===== config.mk =====
export PLATFORM = sky130hd
export DESIGN_NAME = ice40_gpio_sequencer
export DESIGN_NICKNAME = d
export VERILOG_FILES = /design/src/rtl/ice40_gpio_sequencer.sv
export SDC_FILE = /design/constraint.sdc
export NUM_CORES = 1
export LEC_CHECK = 0
export CORE_ASPECT_RATIO = 0.9
export CORE_MARGIN = 2
export CORE_UTILIZATION = 47
export CTS_CLUSTER_SIZE = 14
export DETAILED_ROUTE_END_ITERATION = 10
export GPL_TIMING_DRIVEN = 0
export HOLD_SLACK_MARGIN = 0.05
export MAX_ROUTING_LAYER = met4
export PLACE_DENSITY = 0.79
export SYNTH_ARGS = -nofsm -noshare
export SYNTH_HDL_FRONTEND = slang
export SYNTH_SLANG_ARGS = --single-unit

===== constraint.sdc =====
create_clock -name clk -period 3.1 [get_ports clk]
set_input_delay 0.31 -clock clk [delete_from_list [all_inputs] [get_ports clk]]
set_output_delay 0.31 -clock clk [all_outputs]
set_load 0.1 [all_outputs]

===== src/rtl/ice40_gpio_sequencer.sv =====
// rtl/ice40_gpio_sequencer.sv - pattern sequencer driving an ice40_gpiobank OV register
// Slave register window holds pattern table and timing; master port replays patterns at DIV+2 cadence.
module ice40_gpio_sequencer #(
  parameter logic [31:0] ADDR      = 32'ha100,
  parameter logic [31:0] GPIO_ADDR = 32'ha000,
  parameter int          N_IO      = 4,
  parameter int          DEPTH     = 8,
  parameter int          DIV_W     = 16
) (
  input  logic        clk,
  input  logic        rst_n,
  input  logic [31:0] addr,
  input  logic [31:0] wdata,
  input  logic [3:0]  wmask,
  input  logic        wen,
  input  logic        ren,
  output logic [31:0] rdata,
  output logic        ready,
  output logic        active,
  output logic [31:0] m_addr,
  output logic [31:0] m_wdata,
  output logic [3:0]  m_wmask,
  output logic        m_wen,
  output logic        m_ren,
  input  logic        m_ready
);

  localparam int IW = (DEPTH > 1) ? $clog2(DEPTH) : 1;

  typedef enum logic [1:0] {S_IDLE, S_WRITE, S_WAIT} state_t;

  state_t          state, state_d;
  logic            run, loop;
  logic [DIV_W-1:0] div_q, cnt, cnt_d;
  logic [4:0]      len_q;
  logic [N_IO-1:0] pat [DEPTH];
  logic [IW-1:0]   idx, idx_d;
  logic [N_IO-1:0] wdata_q;
  logic            run_hw_clr;

  logic [29:0]     word_off;
  logic [IW-1:0]   pat_sel;
  logic [31:0]     bmask;
  logic            bus_we, we_ctrl, we_div, we_len, we_pat;
  logic [4:0]      eff_len;
  logic            last_step;
  logic            sig_unused;

  // Word offset wraps huge for addresses below ADDR, so one compare covers both bounds.
  assign word_off = addr[31:2] - ADDR[31:2];
  assign active   = word_off < 30'(DEPTH + 4);
  assign pat_sel  = IW'(word_off - 30'd4);
  assign bmask    = {{8{wmask[3]}}, {8{wmask[2]}}, {8{wmask[1]}}, {8{wmask[0]}}};

  assign bus_we  = wen && active;
  assign we_ctrl = bus_we && (word_off == 30'd0);
  assign we_div  = bus_we && (word_off == 30'd1);
  assign we_len  = bus_we && (word_off == 30'd2);
  assign we_pat  = bus_we && (word_off >= 30'd4);

  assign ready      = 1'b1;
  assign m_ren      = 1'b0;
  assign m_addr     = GPIO_ADDR + 32'd4;
  assign m_wen      = (state == S_WRITE);
  assign m_wmask    = {4{m_wen}};
  assign m_wdata    = 32'(wdata_q);
  assign sig_unused = &{1'b0, ren, addr[1:0], wdata, bmask};

  always_comb begin
    rdata = '0;
    if (active) begin
      case (word_off)
        30'd0:   rdata = {30'd0, loop, run};
        30'd1:   rdata = 32'(div_q);
        30'd2:   rdata = {27'd0, len_q};
        30'd3:   rdata = {20'd0, 4'(idx), 7'd0, (state != S_IDLE)};
        default: rdata = 32'(pat[pat_sel]);
      endcase
    end
  end

  always_comb begin
    eff_len = len_q;
    if (len_q == 5'd0)
      eff_len = 5'd1;
    else if (len_q > 5'(DEPTH))
      eff_len = 5'(DEPTH);
  end

  assign last_step = (5'(idx) == eff_len - 5'd1);

  always_comb begin
    state_d    = state;
    idx_d      = idx;
    cnt_d      = cnt;
    run_hw_clr = 1'b0;
    case (state)
      S_IDLE: begin
        if (run) begin
          idx_d   = '0;
          state_d = S_WRITE;
        end
      end
      S_WRITE: begin
        // A transfer in flight always completes; RUN is only consulted once it is accepted.
        if (m_ready) begin
          if (!run) begin
            state_d = S_IDLE;
          end else begin
            cnt_d   = div_q;
            state_d = S_WAIT;
          end
        end
      end
      S_WAIT: begin
        if (!run) begin
          state_d = S_IDLE;
        end else if (cnt != '0) begin
          cnt_d = cnt - 1'b1;
        end else if (last_step) begin
          if (loop) begin
            idx_d   = '0;
            state_d = S_WRITE;
          end else begin
            run_hw_clr = 1'b1;
            state_d    = S_IDLE;
          end
        end else begin
          idx_d   = idx + 1'b1;
          state_d = S_WRITE;
        end
      end
      default: state_d = S_IDLE;
    endcase
  end

  always_ff @(posedge clk or negedge rst_n) begin
    if (!rst_n) begin
      state   <= S_IDLE;
      idx     <= '0;
      cnt     <= '0;
      wdata_q <= '0;
    end else begin
      state <= state_d;
      idx   <= idx_d;
      cnt   <= cnt_d;
      // Pattern is captured on entry to WRITE so later PAT writes cannot disturb a held transfer.
      if (state_d == S_WRITE && state != S_WRITE)
        wdata_q <= pat[idx_d];
    end
  end

  always_ff @(posedge clk or negedge rst_n) begin
    if (!rst_n) begin
      run   <= 1'b0;
      loop  <= 1'b0;
      div_q <= '0;
      len_q <= 5'd1;
      for (int k = 0; k < DEPTH; k++)
        pat[k] <= '0;
    end else begin
      if (we_ctrl && wmask[0]) begin
        run  <= wdata[0];
        loop <= wdata[1];
      end else if (run_hw_clr) begin
        run <= 1'b0;
      end
      if (we_div)
        div_q <= (div_q & ~bmask[DIV_W-1:0]) | (wdata[DIV_W-1:0] & bmask[DIV_W-1:0]);
      if (we_len && wmask[0])
        len_q <= wdata[4:0];
      if (we_pat)
        pat[pat_sel] <= (pat[pat_sel] & ~bmask[N_IO-1:0]) | (wdata[N_IO-1:0] & bmask[N_IO-1:0]);
    end
  end

endmodule


### After elaboration in Yosys (flattened, before gate mapping)

Cells that the tools add are included.

* output and inout bits: 104
* logic and storage cells: 105
* flip-flop bits (word level): 80

* equality and inequality tests: 12
* add/sub/neg operators: 5
* reductions and logical operators: 17
* magnitude comparators: 6
* multiplexer cells: 39
* bitwise logic cells: 10

Operator list (count)
* two-way mux 16 bit: 4
* case mux 16 bit (4 select lines): 1
* equality test 30 x 2 -> 1 bit (second input constant): 2
* bitwise AND 16 bit: 2
* bitwise mux 32 bit: 1
* two-way mux 32 bit: 1
* case mux 16 bit (2 select lines): 1
* equality test 30 x 1 -> 1 bit (second input constant): 1
* >= comparator 30 x 3 -> 1 bit (second input constant): 1
* zero test 30 bit: 1
* less-than comparator 30 x 4 -> 1 bit (second input constant): 1
* subtractor 30 x 14 -> 30 bit (second input constant): 1
* binary-select mux 4 bit (select 3 bit): 2
* two-way mux 4 bit: 5
* NOT 16 bit: 1
* bitwise OR 16 bit: 1
* nonzero test 16 bit: 1
* subtractor 16 x 1 -> 16 bit (second input constant): 1
* two-way mux 3 bit: 5
* demux 4 bit (select 3 bit): 1
* two-way mux 2 bit: 6
* two-way mux 5 bit: 2
* logical AND 1 bit: 9
* bitwise AND 4 bit: 2
* other kinds (21): 36

### Depth between registers and ports, before layout

Gate-level depths: netlist of the first run.

* word-level depth: 13
* mapped depth: 12
* gate-level depth less buffers: 11

### Worst setup path after synthesis of the first run

Ideal clock, no wire load.

* kind: input to output
* from: input addr[12]
* to: output rdata[2]
* arrival time: 4.216 ns
* path buffers: 0
* path slack: -1.426 ns
* stages on the path: 8
* cell sequence: or4_4 o21a_1 o21ai_1 a21bo_2 nand3_1 nor2_1 a22oi_1 a211oi_1

* cells in the longest elaborated chain, start to end: 4

Ends and longest elaborated chain
* from (decl): RTL line 12 `input logic [31:0] addr,`
* subtractor 30 x 14 -> 30 bit (*): RTL line 50 `assign word_off = addr[31:2] - ADDR[31:2];`
* parallel branches: the longest is 2 deep, another holds less-than comparator 30 x 4 -> 1 bit
* two-way mux 32 bit (*): RTL line 71 `if (active) begin`
* to (decl): RTL line 17 `output logic [31:0] rdata,`

Every way passes the cells marked *.

### Final worst setup path of the first run

* from: input addr[28]
* to: output rdata[3]

Same word-level chain as after synthesis.

==> results of run 1 <==
-- metrics by stage --
stage	util	hold slack, ps	setup slack [ps]	instance area (sq um)
final	0.664	486	80.2	7590
after CTS	0.640	493	4.37	7310
after global placement	0.592	500	-1330	6770
after global routing	0.664	533	-54.2	7590
after detailed placement	0.594	333	-1360	6790
after floorplan	-	14.4	2.22	5830
-- final cells by class --
type / count / area share
buffer: 107 / 0.0980
sequential: 80 / 0.265
inverter: 15 / 0.00742
tap: 156 / 0.0257
clock buffer: 11 / 0.0320
timing repair buffer: 94 / 0.138
multi-input combinational: 438 / 0.418
clock inverter: 5 / 0.0168
-- worst max-delay path by stage --
stage          startpoint    endpoint  slack [ps]
2_1_floorplan    addr[12]    rdata[2]           2
3_3_place_gp     addr[12]   rdata[14]       -1330
3_5_place_dp     addr[12]   rdata[15]       -1360
4_1_cts          addr[12]    rdata[3]           4
5_1_grt          len_q[3]  wdata_q[1]         -50
6_report         addr[28]    rdata[3]          80
-- routing by layer --
metal | wire length (microns) | share of wire
met2 | 7700 | 0.51
met3 | 784 | 0.052
met1 | 6180 | 0.41
met4 | 311 | 0.021
met5 | 0 | 0
-- power by group through the flow --
| stage | sequential, mW | clock [mW] | combinational, mW |
|---|---|---|---|
| final | 1.34 | 1.31 | 2.32 |
| after global routing | 1.36 | 1.37 | 2.47 |
| after CTS | 1.33 | 1.33 | 2.26 |
| after detailed placement | 1.34 | 0 | 2.23 |
| after global placement | 1.33 | 0 | 2.19 |
| after floorplan | 1.49 | 0 | 1.62 |
-- cells by family after synthesis --
logic type,after synthesis
fa+ha+maj,7
other cells,2
buf+inv,122
flops,80
compound gates,98
simple gates,160
xor+xnor,2
mux,93
-- cell usage after synthesis (all sizes together) (4+ instances only) --
| cell type | instances | share of area |
|---|---|---|
| o21ai | 19 | 0.018 |
| buf | 91 | 0.12 |
| nor4 | 6 | 0.0096 |
| mux4 | 4 | 0.016 |
| o22ai | 10 | 0.011 |
| clkbuf | 16 | 0.011 |
| nand2 | 43 | 0.029 |
| nand4 | 6 | 0.0091 |
| or3 | 5 | 0.0084 |
| nand3 | 14 | 0.015 |
| nor3 | 10 | 0.010 |
| and2 | 9 | 0.010 |
| dfrtp | 79 | 0.36 |
| inv | 15 | 0.010 |
| mux2i | 18 | 0.033 |
| a32o | 4 | 0.0073 |
| nor2 | 34 | 0.024 |
| a211oi | 7 | 0.0096 |
| and3 | 8 | 0.0093 |
| mux2 | 71 | 0.15 |
| a21oi | 31 | 0.028 |
| nand2b | 6 | 0.0068 |
| ha | 7 | 0.016 |
-- worst max-delay path, delay by kind of cell --
kind	cells	cell delay [ps]
buffers and inverters	3	760
AND/OR/NAND/NOR	5	1350
AO/OA/AOI/OAI	1	280
-- what timing repair did --
action | in CTS | in global routing
hold buffers | 1 | 0
setup endpoints to repair | 29 | 33
resized for setup | 124 | 56
cloned | 0 | 1
pin swaps | 8 | 11
buffers inserted | 10 | 7
hold endpoints to repair | 39 | 0
==> metrics.md, run 1 <==
| Metric | Value |
|---|---|
| Status | finished, final reports clean |
| Grt met1 use | 0.286 |
| Setup tns final | 0 ps |
| Share of layout cells above drive strength 1 | 0.359 |
| Flop pwr share | 0.269 |
| H-tree Lvls | 3 |
| Drt via density | around 5.3 |
| CP Max Fanout | 5 |
| CTS tree | done |
| Core Area | about 0.011 sq mm |
| Slew @ Worst Pin | 1020 ps |
| Core Rows | 37 |
| Most used cell, CP | nor2_4 |
| Peak supply drop | around 0.00073 V |
| P_leak | about 3.6 nW |
| Critical path arrival | between 2000 and 3000 ps |
| CTS sink cnt | 80 |
| Setup CP Type | input port to output pin |
| Final hold viol count | 0 |
| Post-synthesis adder-cell area fraction | 0.0159 |
| Buffers on Ports | 74 |
| Max_cap viols | 0 |
| Worst-case clock buffer depth | 2 |
| Non-filler instance count after layout | 906 |
| Mapped Area | between 0.005 and 0.006 sq mm |
| Sw power | between 2 and 2.5 mW |
| Critical Path Start Type | input port |
| Vias in the first global route | around 4800 |
| IO Count | about 180 |
| First drt pass iteration count | 5 |
| Post-synthesis instance total | around 560 |
| Pwr Density | 656 mW/mm^2 |
| Synth warn | 0 |
| Most frequent cells in the layout | buf_4 (108), conb_1 (78), dfrtp_1 (75) |
| Pint | 2.77 mW |
| GRT busiest layer | met2 |
| Ys flop type | dfrtp_1 |
| RR Endpoint | wdata_q[0] |
| Worst slew margin | 0.320 |
| Cell Chain, Critical Path | clkdlybuf4s50_1 -> or4_1 -> nor4_4 -> nand3_4 -> nor2_4 -> buf_8 -> nor2_4 -> a211oi_4 -> buf_12 |
| First DRT Iteration DRCs | between 400 and 500 |
| CTS Buf Count | 9 |
| RSZ-0062 raised after global routing | yes |
| Per-cell routed wire length | approximately 17 microns |
| # setup viols final | 0 |
| Clock power share | 0.264 |
| Seq. cell area | approximately 0.002 sq mm |
| Synthesis-to-layout area growth | 38.1% |
| Proportion of synthesized area in mux cells | 0.195 |
| Routed WL | around 15000 microns |
| Synth Area in Simple Gates | 0.163 |
| Via count | approximately 4800 |
| Root Driver | clkbuf_16 |
| Die area | 0.0126 sq mm |
| Final Skew | ~3.6 ps |
| Peak Freq | approximately 330 MHz |
| Dpl cells | ~870 |
| Hpwl dp | between 10000 and 15000 microns |
| Library cells used by synthesis | 67 |
| R2r setup slk | 150 ps |
| Starting Density | 0.481 |
| Fillers | 870 |
| GR Util met2 | 0.419 |
| Synth Area in Compound Gates | 0.115 |
| Synth Area per Inst | between 9 and 10 sq um |
| Combinational fraction of design power | 0.467 |
| First-pass GRT wire length | about 24000 microns |
| Worst Path Required | between 2000 and 3000 ps |
| Area of the multi-input gates | around 0.0032 sq mm |
| Clock-pin slew on the worst setup and hold paths | 60 ps |
| Worst Hold Class | input port to async pin |
| R2R Path Start | cnt[0] |
| DR DRC count | 0 |
| Post-synth EDFFs | 0 |
| Switching share of power | 0.443 |
| Sequential share of the synthesized area | 0.365 |
| Xor and xnor fraction of the mapped netlist area | 0.00319 |
| Grt ovf | 0 |
| Final net count | between 800 and 900 |
| Initial antenna violation count | 0 |
| Largest net degree at the start of global routing | 42 |
| GR met3 Demand/Resource | 0.0500 |
| Min Tclk post-route | between 3000 and 4000 ps |
| GRT Total Usage | 0.243 |
| Flops & latches, synth | 80 |
| Async SR Flop Fraction | 1.00 |
| Tcrit/Tclk final | 0.974 |
| ANT nets after route | 0 |
| Commonest non-fill, non-tap cell in the layout | buf_4 |
| Largest family of logic cells by synthesized area | multiplexers |
| Routability Congestion | ~0.9 |
| Clk_lat worst skew | 340 ps |
| Die Ht | between 100 and 150 microns |
| Worst Setup End Kind | output pin |
| Final Total Pwr | 4.98 mW |
| R2R depth | 10 |
| Ant. Diodes | 0 |
| Final Max Slew Viols | 0 |
| Die X | 118 microns |
| Cell at the slowest stage of the critical path | or4_1 |
| Crit path largest cell delay | around 570 ps |
No activity file was read; power rests on OpenSTA's default activity.
==> inputs of run 2 (changes only) <==
--- a/config.mk
+++ b/config.mk
@@ -7,13 +7,14 @@
 export LEC_CHECK = 0
 export CORE_ASPECT_RATIO = 0.9
 export CORE_MARGIN = 2
-export CORE_UTILIZATION = 47
+export CORE_UTILIZATION = 43
+export CTS_CLUSTER_DIAMETER = 40
 export CTS_CLUSTER_SIZE = 14
 export DETAILED_ROUTE_END_ITERATION = 10
 export GPL_TIMING_DRIVEN = 0
 export HOLD_SLACK_MARGIN = 0.05
 export MAX_ROUTING_LAYER = met4
-export PLACE_DENSITY = 0.79
+export PLACE_DENSITY = 0.73
 export SYNTH_ARGS = -nofsm -noshare
 export SYNTH_HDL_FRONTEND = slang
 export SYNTH_SLANG_ARGS = --single-unit
==> metrics.md, run 2 (same netlist as run 1, synthesis figures left out) <==
| Metric | Value |
|---|---|
| Tcrit/Tclk final | 0.955 (-0.0190) |
| Core Area | 0.0126 sq mm (+10%) |
| Clk_lat worst skew | 340 ps (about the same) |
| Critical path arrival | 2650 ps (-60 ps) |
| Clock-pin slew on the worst setup and hold paths | 60 ps (about the same) |
| Die area | 0.0137 sq mm (+9.0%) |
| First DRT Iteration DRCs | 466 (+13%) |
| CTS sink cnt | 80 (unchanged) |
| # setup viols final | 0 (unchanged) |
| Share of layout cells above drive strength 1 | 0.361 (+0.00219) |
| Via count | 4685 (-1.9%) |
| Peak supply drop | 0.000861 V (+17%) |
| Commonest non-fill, non-tap cell in the layout | buf_4 |
| Largest net degree at the start of global routing | 67 (+60%) |
| Vias in the first global route | 4546 (-4.5%) |
| CP Max Fanout | 5 (unchanged) |
| Ant. Diodes | 0 (unchanged) |
| First-pass GRT wire length | 23300 microns (-2.2%) |
| Die X | 123 microns (+4.4%) |
| H-tree Lvls | 3 (unchanged) |
| Hpwl dp | 10600 microns (-1.4%) |
| Worst slew margin | 0.344 (+0.0248) |
| Drt via density | 5.12 (-2.8%) |
| Setup tns final | 0 ps (unchanged) |
| Synthesis-to-layout area growth | 38.0% (about the same) |
| Status | finished, final reports clean |
| Die Ht | 111 microns (+4.4%) |
| Per-cell routed wire length | 16.3 microns (-1.6%) |
| Fin area | 0.00758 sq mm (about the same) |
| Final Max Slew Viols | 0 (unchanged) |
| Final hold viol count | 0 (unchanged) |
| First drt pass iteration count | 5 (unchanged) |
| Core Rows | 39 (+5.4%) |
| Worst Path Required | 2790 ps (about the same) |
| ANT nets after route | 0 (unchanged) |
| Routed WL | 14900 microns (-0.63%) |
| Cell Chain, Critical Path | clkdlybuf4s50_1 -> or4_1 -> nor4_4 -> nand3_4 -> nor2_4 -> a22oi_2 -> a211oi_4 -> buf_12 |
| Worst-case clock buffer depth | 2 (unchanged) |
| Final Skew | 4.49 ps (+0.897 ps) |
| Buffers on Ports | 74 (unchanged) |
| Starting Density | 0.436 (-0.0441) |
| Setup CP Type | input port to output pin |
| WP buf/inv | 2 (-1) |
| DR DRC count | 0 (unchanged) |
| Slew @ Worst Pin | 980 ps (-37.1 ps) |
| CP top delay family | simple AND/OR/NAND/NOR gates |
| Max_cap viols | 0 (unchanged) |
| Initial antenna violation count | 0 (unchanged) |
| Final Total Pwr | 4.89 mW (-1.8%) |
| Crit path largest cell delay | 580 ps (about the same) |
| CTS Buf Count | 9 (unchanged) |
| Critical Path Start Type | input port |
| Grt ovf | 0 (unchanged) |
| Routability Congestion | 0.909 (+1.1%) |
| Placed Area | 0.00680 sq mm (+0.26%) |
| IO Count | 177 (unchanged) |
| Worst Setup End Kind | output pin |
| Min Tclk post-route | 2960 ps (-58.8 ps) |
| Worst Hold Class | input port to async pin |
| Peak Freq | 338 MHz (+2.0%) |
| Cell at the slowest stage of the critical path | or4_1 |
| Fin util | 0.602 (-0.0611) |
| GRT Total Usage | 0.222 (-0.0205) |
| CTS tree | done |
| Pwr Density | 644 mW/mm^2 (-1.7%) |
| Most frequent cells in the layout | buf_4 (106), conb_1 (78), dfrtp_1 (75) |
| Final net count | 826 (+0.12%) |
| Root Driver | clkbuf_16 |
| P_leak | 3.59 nW (+0.45%) |
## run 2: cell types whose count changed in the layout (fill, tap and decap cells not counted), moves of 2 or more
| cell | delta |
|---|---|
| buf_6 | +4 |
| a211oi_1 | +2 |
| a211oi_2 | -2 |
| a22oi_1 | -2 |
| a22oi_2 | +2 |
| buf_12 | -2 |
| buf_4 | -2 |
## run 2: layer usage
layer / share of wire / track usage
met4: 0.017 / 0.0508
met1: 0.41 / 0.277
met3: 0.054 / 0.0437
met2: 0.51 / 0.371
met5: 0 / -
## run 2: power by group
part / switching, mW / internal [mW]
Combinational: 1.61 / 0.698
Clock: 0.437 / 0.810
Sequential: 0.152 / 1.19
Total: 2.19 / 2.69
## run 2: worst register-to-register path, delay by kind of cell (launching register included)
family	cells	cell delay [ps]
compound gates	5	880
xor+xnor	1	170
fa+ha+maj	1	230
buf+inv	1	230
flops	1	460
mux	3	670
simple gates	1	150
## run 2: per-stage QoR
stage	hold WS (ps)	std cells	setup WS [ps]
2_1_floorplan	14.4	640	2.22
3_3_place_gp	505	878	-1370
3_5_place_dp	186	879	-1400
4_1_cts	376	909	2.17
5_1_grt	411	915	-14.8
6_report	391	915	139
## run 2: final cells by class
type | count | area, sq um
Buffer | 107 | 748
Clock buffer | 11 | 243
Clock inverter | 5 | 104
Fill cell | 990 | 5000
Inverter | 15 | 56.3
Multi-Input combinational cell | 438 | 3170
Sequential cell | 80 | 2010
Tap cell | 164 | 205
Timing Repair Buffer | 95 | 1050
## run 2: worst paths after layout
| kind | start | end | slack (ps) | cells past startpoint |
|---|---|---|---|---|
| max in group asynchronous | rst_n | len_q[4] | 2070 | 3 |
| min in group clk | wmask[0] | flip-flop | 490 | 3 |
| setup / recovery | addr[28] | rdata[2] | 140 | 8 |
| setup reg to reg | len_q[2] | wdata_q[1] | 210 | 12 |
| hold / removal | rst_n | cnt[10] | 390 | 2 |
| hold reg to reg | flip-flop | flip-flop | 530 | 1 |
## run 2: repair_timing
action | 4_1_cts | 5_1_grt
endpoints found under the setup margin | 34 | 39
pin swaps | 9 | 16
cloned | 1 | 1
hold endpoints to repair | 14 | 0
resized for setup | 131 | 58
hold buffers | 1 | 0
setup buffers | 12 | 5
